File: config.mk
export PLATFORM = sky130hd
export DESIGN_NAME = sr_latch_driver
export DESIGN_NICKNAME = d
export VERILOG_FILES = /design/src/rtl/sr_latch_driver.sv
export SDC_FILE = /design/constraint.sdc
export NUM_CORES = 1
export LEC_CHECK = 0
export ABC_AREA = 1
export ABC_CLOCK_PERIOD_IN_PS = 1600
export BUFFER_PORTS_ARGS = -buffer_cell sky130_fd_sc_hd__buf_2
export CAP_MARGIN = 20
export CORE_MARGIN = 2
export CORE_UTILIZATION = 40
export CTS_CLUSTER_SIZE = 20
export DETAILED_ROUTE_END_ITERATION = 8
export PLACE_DENSITY = 0.7
export SLEW_MARGIN = 30
export SYNTH_ARGS = -nofsm -noshare
export SYNTH_HDL_FRONTEND = slang
export SYNTH_SLANG_ARGS = --single-unit
File: constraint.sdc
create_clock -name clk -period 1.6 [get_ports clk]
set_input_delay 0.24 -clock clk [delete_from_list [all_inputs] [get_ports clk]]
set_output_delay 0.24 -clock clk [all_outputs]
set_load 0.02 [all_outputs]
File: src/rtl/sr_latch_driver.sv
// Writer-side sequencer for a cross-coupled NAND SR latch: guarded, single-line
// active-low pulses on s_n/r_n, followed by a q/qbar readback check.
module sr_latch_driver #(
    parameter int unsigned PULSE_W = 2,
    parameter int unsigned GAP_W   = 1
) (
    input  logic clk,
    input  logic rst,
    input  logic req_valid,
    input  logic req_set,
    output logic req_ready,
    output logic s_n,
    output logic r_n,
    input  logic q_fb,
    input  logic qbar_fb,
    output logic done,
    output logic err,
    output logic busy
);

    localparam int unsigned CNT_W = 4;
    localparam int unsigned ST_W  = 3;

    localparam logic [ST_W-1:0] IDLE   = 3'd0;
    localparam logic [ST_W-1:0] GUARD  = 3'd1;
    localparam logic [ST_W-1:0] PULSE  = 3'd2;
    localparam logic [ST_W-1:0] SETTLE = 3'd3;
    localparam logic [ST_W-1:0] CHECK  = 3'd4;

    // Timing parameters must fit the 4-bit down-counter and be non-zero.
    if (PULSE_W < 1 || PULSE_W > 15) begin : g_bad_pulse_w
        $error("PULSE_W out of range 1..15");
    end
    if (GAP_W < 1 || GAP_W > 15) begin : g_bad_gap_w
        $error("GAP_W out of range 1..15");
    end

    logic [ST_W-1:0]  state_q;
    logic [ST_W-1:0]  state_d;
    logic [CNT_W-1:0] cnt_q;
    logic [CNT_W-1:0] cnt_d;
    logic             dir_q;
    logic             dir_d;
    logic             s_n_d;
    logic             r_n_d;
    logic             ready_d;
    logic             done_d;
    logic             err_d;
    logic             mismatch_c;

    // Next-state, counter and next-output logic.
    always_comb begin
        state_d    = state_q;
        cnt_d      = cnt_q;
        dir_d      = dir_q;
        done_d     = 1'b0;
        err_d      = err;
        mismatch_c = (q_fb != dir_q) || (qbar_fb == q_fb);

        case (state_q)
            IDLE: begin
                if (req_valid) begin
                    state_d = GUARD;
                    cnt_d   = CNT_W'(GAP_W - 1);
                    dir_d   = req_set;
                end
            end
            GUARD: begin
                if (cnt_q == '0) begin
                    state_d = PULSE;
                    cnt_d   = CNT_W'(PULSE_W - 1);
                end else begin
                    cnt_d = cnt_q - CNT_W'(1);
                end
            end
            PULSE: begin
                if (cnt_q == '0) begin
                    state_d = SETTLE;
                    cnt_d   = CNT_W'(GAP_W - 1);
                end else begin
                    cnt_d = cnt_q - CNT_W'(1);
                end
            end
            SETTLE: begin
                if (cnt_q == '0) begin
                    state_d = CHECK;
                    cnt_d   = '0;
                end else begin
                    cnt_d = cnt_q - CNT_W'(1);
                end
            end
            CHECK: begin
                state_d = IDLE;
                done_d  = 1'b1;
                err_d   = mismatch_c;
            end
            default: begin
                state_d = IDLE;
                cnt_d   = '0;
            end
        endcase

        // Only one line can ever be low: the pulse selects exactly one by dir.
        s_n_d   = !((state_d == PULSE) && dir_d);
        r_n_d   = !((state_d == PULSE) && !dir_d);
        ready_d = (state_d == IDLE);
    end

    always_ff @(posedge clk or posedge rst) begin
        if (rst) begin
            state_q   <= IDLE;
            cnt_q     <= '0;
            dir_q     <= 1'b0;
            s_n       <= 1'b1;
            r_n       <= 1'b1;
            req_ready <= 1'b1;
            busy      <= 1'b0;
            done      <= 1'b0;
            err       <= 1'b0;
        end else begin
            state_q   <= state_d;
            cnt_q     <= cnt_d;
            dir_q     <= dir_d;
            s_n       <= s_n_d;
            r_n       <= r_n_d;
            req_ready <= ready_d;
            busy      <= !ready_d;
            done      <= done_d;
            err       <= err_d;
        end
    end

endmodule

---- After elaboration in Yosys (flattened, before gate mapping) ----
Index checks and enable logic that the tools add are counted.
storage, ports and cells
  logic and storage cells ................. 43
  output and inout port bits .............. 6
  register bits ........................... 14
  bits of input ports ..................... 6
cells by class
  reduce and logical (&&, ||, !) cells .... 12
  bitwise operators ....................... 1
  equality and inequality tests ........... 8
  mux-type cells .......................... 12
  $add $sub $neg .......................... 1
operator list
  cell                                                 number
  case mux 4 bit (4 select lines)                      1
  two-way mux 3 bit                                    4
  two-way mux 4 bit                                    3
  case mux 3 bit (4 select lines)                      1
  equality test 3 x 2 -> 1 bit, second input constant  3
  zero test 3 bit                                      2
  zero test 1 bit                                      4
  zero test 4 bit                                      1
  subtractor 4 x 1 -> 4 bit, second input constant     1
  equality test 3 x 1 -> 1 bit, second input constant  1
  equality test 3 bit, second input constant           1
  two-way mux 1 bit                                    3
  logical AND 1 bit                                    2
  inequality test 2 bit, second input constant         1
  AND reduction 2 bit                                  1
  OR reduction 2 bit                                   1
  equality test 1 bit                                  1
  logical OR 1 bit                                     1
  inequality test 1 bit                                1
  inverter 1 bit                                       1

---- Logic depth before layout (Yosys ltp) ----
  depth after elaboration ................. 6
  mapped depth ............................ 7
  depth with buffers taken out ............ 7

---- Worst setup path before layout ----
OpenSTA, ideal clock, no wires.
  kind .................................... register to register
  start point ............................. register cnt_q[0]
  end point ............................... register state_q[0]
  buffers on the path ..................... 0
  arrival ................................. 1.008 ns
  required time ........................... 1.482 ns
  stages on the path, launching flop included .. 8
  slack ................................... 0.474 ns
  cells stage by stage .................... dfrtp_1 -> inv_1 -> ha_1 -> nand2_2 -> nand2_1 -> nand2_1 -> nor2_2 -> inv_1
on the way
  cells in the longest elaborated chain, start to end .. 3
  elaborated cells on any way between the ends .. 5
  classes of those cells .................. mux: 4; reduce/logical: 1
RTL lines
  item                                         line        RTL
  start: declaration                           40          logic [CNT_W-1:0] cnt_q;
  start signal: assignment                     122         cnt_q <= cnt_d;
  zero test 4 bit (*)                          69, 77, 85
  two-way mux 3 bit, on equally long branches  85, 69, 77
  case mux 3 bit (4 select lines) (*)          60          case (state_q)
  named net state_d[0]                         39          logic [ST_W-1:0] state_d;
  end signal: assignment                       121         state_q <= state_d;
  end: declaration                             38          logic [ST_W-1:0] state_q;
Mark *: on every way through the listed nets, which the timed path passes. The rest lies on a longest branch.
A chain may end at the register's enable or synchronous reset.

---- Final worst setup path ----
  start point ............................. register cnt_q[0]
  end point ............................... register r_n
on the way
  cells in the longest elaborated chain, start to end .. 6
  elaborated cells on any way between the ends .. 8
  classes of those cells .................. eq/ne: 1; mux: 4; reduce/logical: 3
RTL lines
  item                                         line        RTL
  zero test 4 bit (*)                          69, 77, 85
  two-way mux 3 bit, on equally long branches  85, 69, 77
  case mux 3 bit (4 select lines) (*)          60
  equality test 3 x 2 -> 1 bit (*)             105         r_n_d = !((state_d == PULSE) && !dir_d);
  logical AND 1 bit (*)                        105
  zero test 1 bit (*)                          105
  named net r_n_d                              45          logic r_n_d;
  end signal: assignment                       125         r_n <= r_n_d;
  end: declaration                             13          output logic r_n,
Marks and branches as above.

==> impl_metrics.csv <==
group,metric,value,unit
timing,setup_viol,0,
logic_synthesis,synth_area,704,sq um
clock_network,cts_tree,"yes",
logic_synthesis,ys_warn_count,0,
timing,hold_viol,0,
route,firstDrtPassIters,6,
clock_network,post_cts_resized,0,
die,start_util,0.417,
global_route,overflow,0,
route,viasPerCell,4.92,
clock_network,clockRootBuffer,"clkbuf_4",
worst_setup_path,slowest_stage,"dfrtp_1",
route,ant_nets,0,
finish,diodes,0,
route,drt_wl_total,1.16,mm
global_route,grt_pass1_vias,476,
global_route,grt_usage,0.129,
global_route,grt_pass1_wl,1.93,mm
die,die_y,46.0,microns
worst_setup_path,cp_num_buf_inv,1,
worst_setup_path,critPathMaxFanout,9,
place,numPortBuffers,11,
clock_network,clkLatencyLatePin,0.28,ns
logic_synthesis,syn_nets,95,
clock_network,clkSlewWorstSetupHoldPaths,0.08,ns
worst_setup_path,end_kind,"flop",
logic_synthesis,avgSynthCellArea,8.10,sq um
worst_setup_path,cp.arrival,1.44,ns
timing,period_needed,1.25,ns
timing,maxSlewHeadroom,0.670,
timing,fin_tns_setup,0,ns
route,via_count,590,
min_path,min_path_type,"in -> reg",
route,post_drt_wl_per_cell,9.68,microns
timing,finClkSkew,0.00708,ns
pwr,power_density,2030,nW/um^2
finish,final_cell_mix,"nand2_1, inv_1, dfrtp_1, buf_2, nand3_1",
place,hpwl,954,microns
die,dieArea,2110,sq um
route,route.detailed.drc,0,
timing,rsz0062_at_grt,"false",
place,post-place-ws,0.355,ns
worst_setup_path,crit_path_frequent_cell,"nand2_1",
timing,fmax,0.802,GHz
worst_setup_path,crit_family,"simple AND/OR/NAND/NOR gates",
pwr,cellLeakagePower,0.000453,uW
logic_synthesis,netlist_instances,87,
finish,drive_above_1_share,0.262,
logic_synthesis,synth_top_area_frac,0.391,
finish,final_common_cell,"nand2_1",
clock_network,cts.sinks,14,
worst_setup_path,start_kind,"flop",
finish,final_nets,112,
worst_setup_path,cp.required,1.80,ns
timing,drv_slew,0,
die,row_count,15,
clock_network,cts_buffers,3,
outcome,status,"finished, final reports clean",
logic_synthesis,yosysSeqAreaShare,0.503,
place,dp_cells,115,
finish,final_cells,120,
place,gp_congestion,0.902,
timing,period_share,0.779,
logic_synthesis,synth_area_leaders,"dfrtp_1, dfstp_2, nand2_1",
die,core,1690,sq um
route,drt_iter0_markers,11,
logic_synthesis,ys_seq_elements,14,
global_route,grt_max_degree,15,
pwr,vdd_drop_max,925,uV
worst_setup_path,path_class,"reg -> reg",
clock_network,ctsHtreeMaxLevel,1,
global_route,grt_antenna_before_repair,0,
worst_setup_path,crit_chain,"inv_1, ha_1, nand2_2, nand2_1, nand2_1, nor2_2, nand3_1",
timing,tightest_slew,0.495,ns
clock_network,clk_path_buf_depth,2,
die,io_pins,12,
logic_synthesis,yosys.area.top_type,"dfrtp_1",
flow_run,cap_viol_max_count,0,
worst_setup_path,max_stage_delay,0.39,ns
timing,worst_slack,0.353,ns
clock_network,cts_setup_buffers,0,
logic_synthesis,synth_cell_types,18,
finish,syn2layout_area_growth,16.0,%
die,chipWidth,46.0,microns
## registers in the layout, summed over array words and instances (netlist names)
name       cells
done           1
r_n            1
dir_q          1
s_n            1
busy           1
err            1
cnt_q          4
req_ready      1
state_q        3
## report_power, final
part	switching [uW]	internal, uW
logic	535	296
clock network	104	96.7
registers	106	523
total	745	915
## layout make-up
| class | count | area [sq um] |
|---|---|---|
| inverter | 16 | 60.1 |
| clock buffer | 4 | 26.3 |
| sequential | 14 | 354 |
| fill | 167 | 872 |
| timing repair buffer | 12 | 65.1 |
| multi-input combinational | 57 | 290 |
| tap | 17 | 21.3 |
## stage by stage
| step | power, uW | hold WS (ns) | cell area [sq um] | util |
|---|---|---|---|---|
| global placement | 1450 | 0.290 | 781 | 0.462 |
| floorplan | 1280 | 0.127 | 704 | - |
| CTS | 1670 | 0.253 | 817 | 0.484 |
| finish | 1660 | 0.254 | 817 | 0.484 |
| detailed placement | 1470 | 0.297 | 781 | 0.462 |
| global route | 1830 | 0.288 | 817 | 0.484 |
## synth_stat cells
cell type	count
a21oi_1	1
a31oi_1	1
dfrtp_1	11
dfstp_2	3
ha_1	2
inv_1	13
inv_2	3
nand2_1	21
nand2_2	2
nand3_1	9
nand3_2	1
nand4_1	3
nor2_1	6
nor2_2	3
nor3_1	2
o21ai_0	4
o21ai_2	1
xor2_1	1
## metal layers
metal / track usage / share of wire / vias up / routed length, microns
met5: 0 / 0 / - / 0
met4: 0.0171 / 0 / 0 / 0
met3: 0.0595 / 0.044 / 0 / 51
met2: 0.192 / 0.46 / 14 / 533
met1: 0.176 / 0.50 / 267 / 577
li1: - / - / 309 / -
## logic make-up (layout without fill, tap and decap cells)
logic type | count (synthesis) | in the layout | share of synthesized area
xor gates and xnor gates | 1 | 1 | 0.0124
and+or+nand+nor | 47 | 47 | 0.307
adders and majority gates | 2 | 2 | 0.0355
DFF | 14 | 14 | 0.503
buffers and inverters | 16 | 32 | 0.0853
AOI/OAI and AO/OA | 7 | 7 | 0.0568
## path summary, 6_finish.rpt
check / start / to / slack, ns / cells past startpoint
min: qbar_fb / err / 0.25 / 4
min in group asynchronous: rst / err / 0.52 / 3
min reg2reg: err / err / 0.49 / 2
max in group asynchronous: rst / r_n / 0.72 / 3
max reg2reg: cnt_q[0] / r_n / 0.35 / 7
max: cnt_q[0] / r_n / 0.35 / 7
## timing repair
action | in CTS | in global routing
hold endpoints to repair | 11 | 0
setup endpoints to repair | 0 | 0
hold buffers | 1 | 0
## worst register-to-register path: cells and delay by family (launching register included)
| family | cells | cell delay [ns] |
|---|---|---|
| and+or+nand+nor | 5 | 0.48 |
| adders and majority gates | 1 | 0.19 |
| DFF | 1 | 0.39 |
| buffers and inverters | 1 | 0.11 |
(Power assumes the default switching activity.)
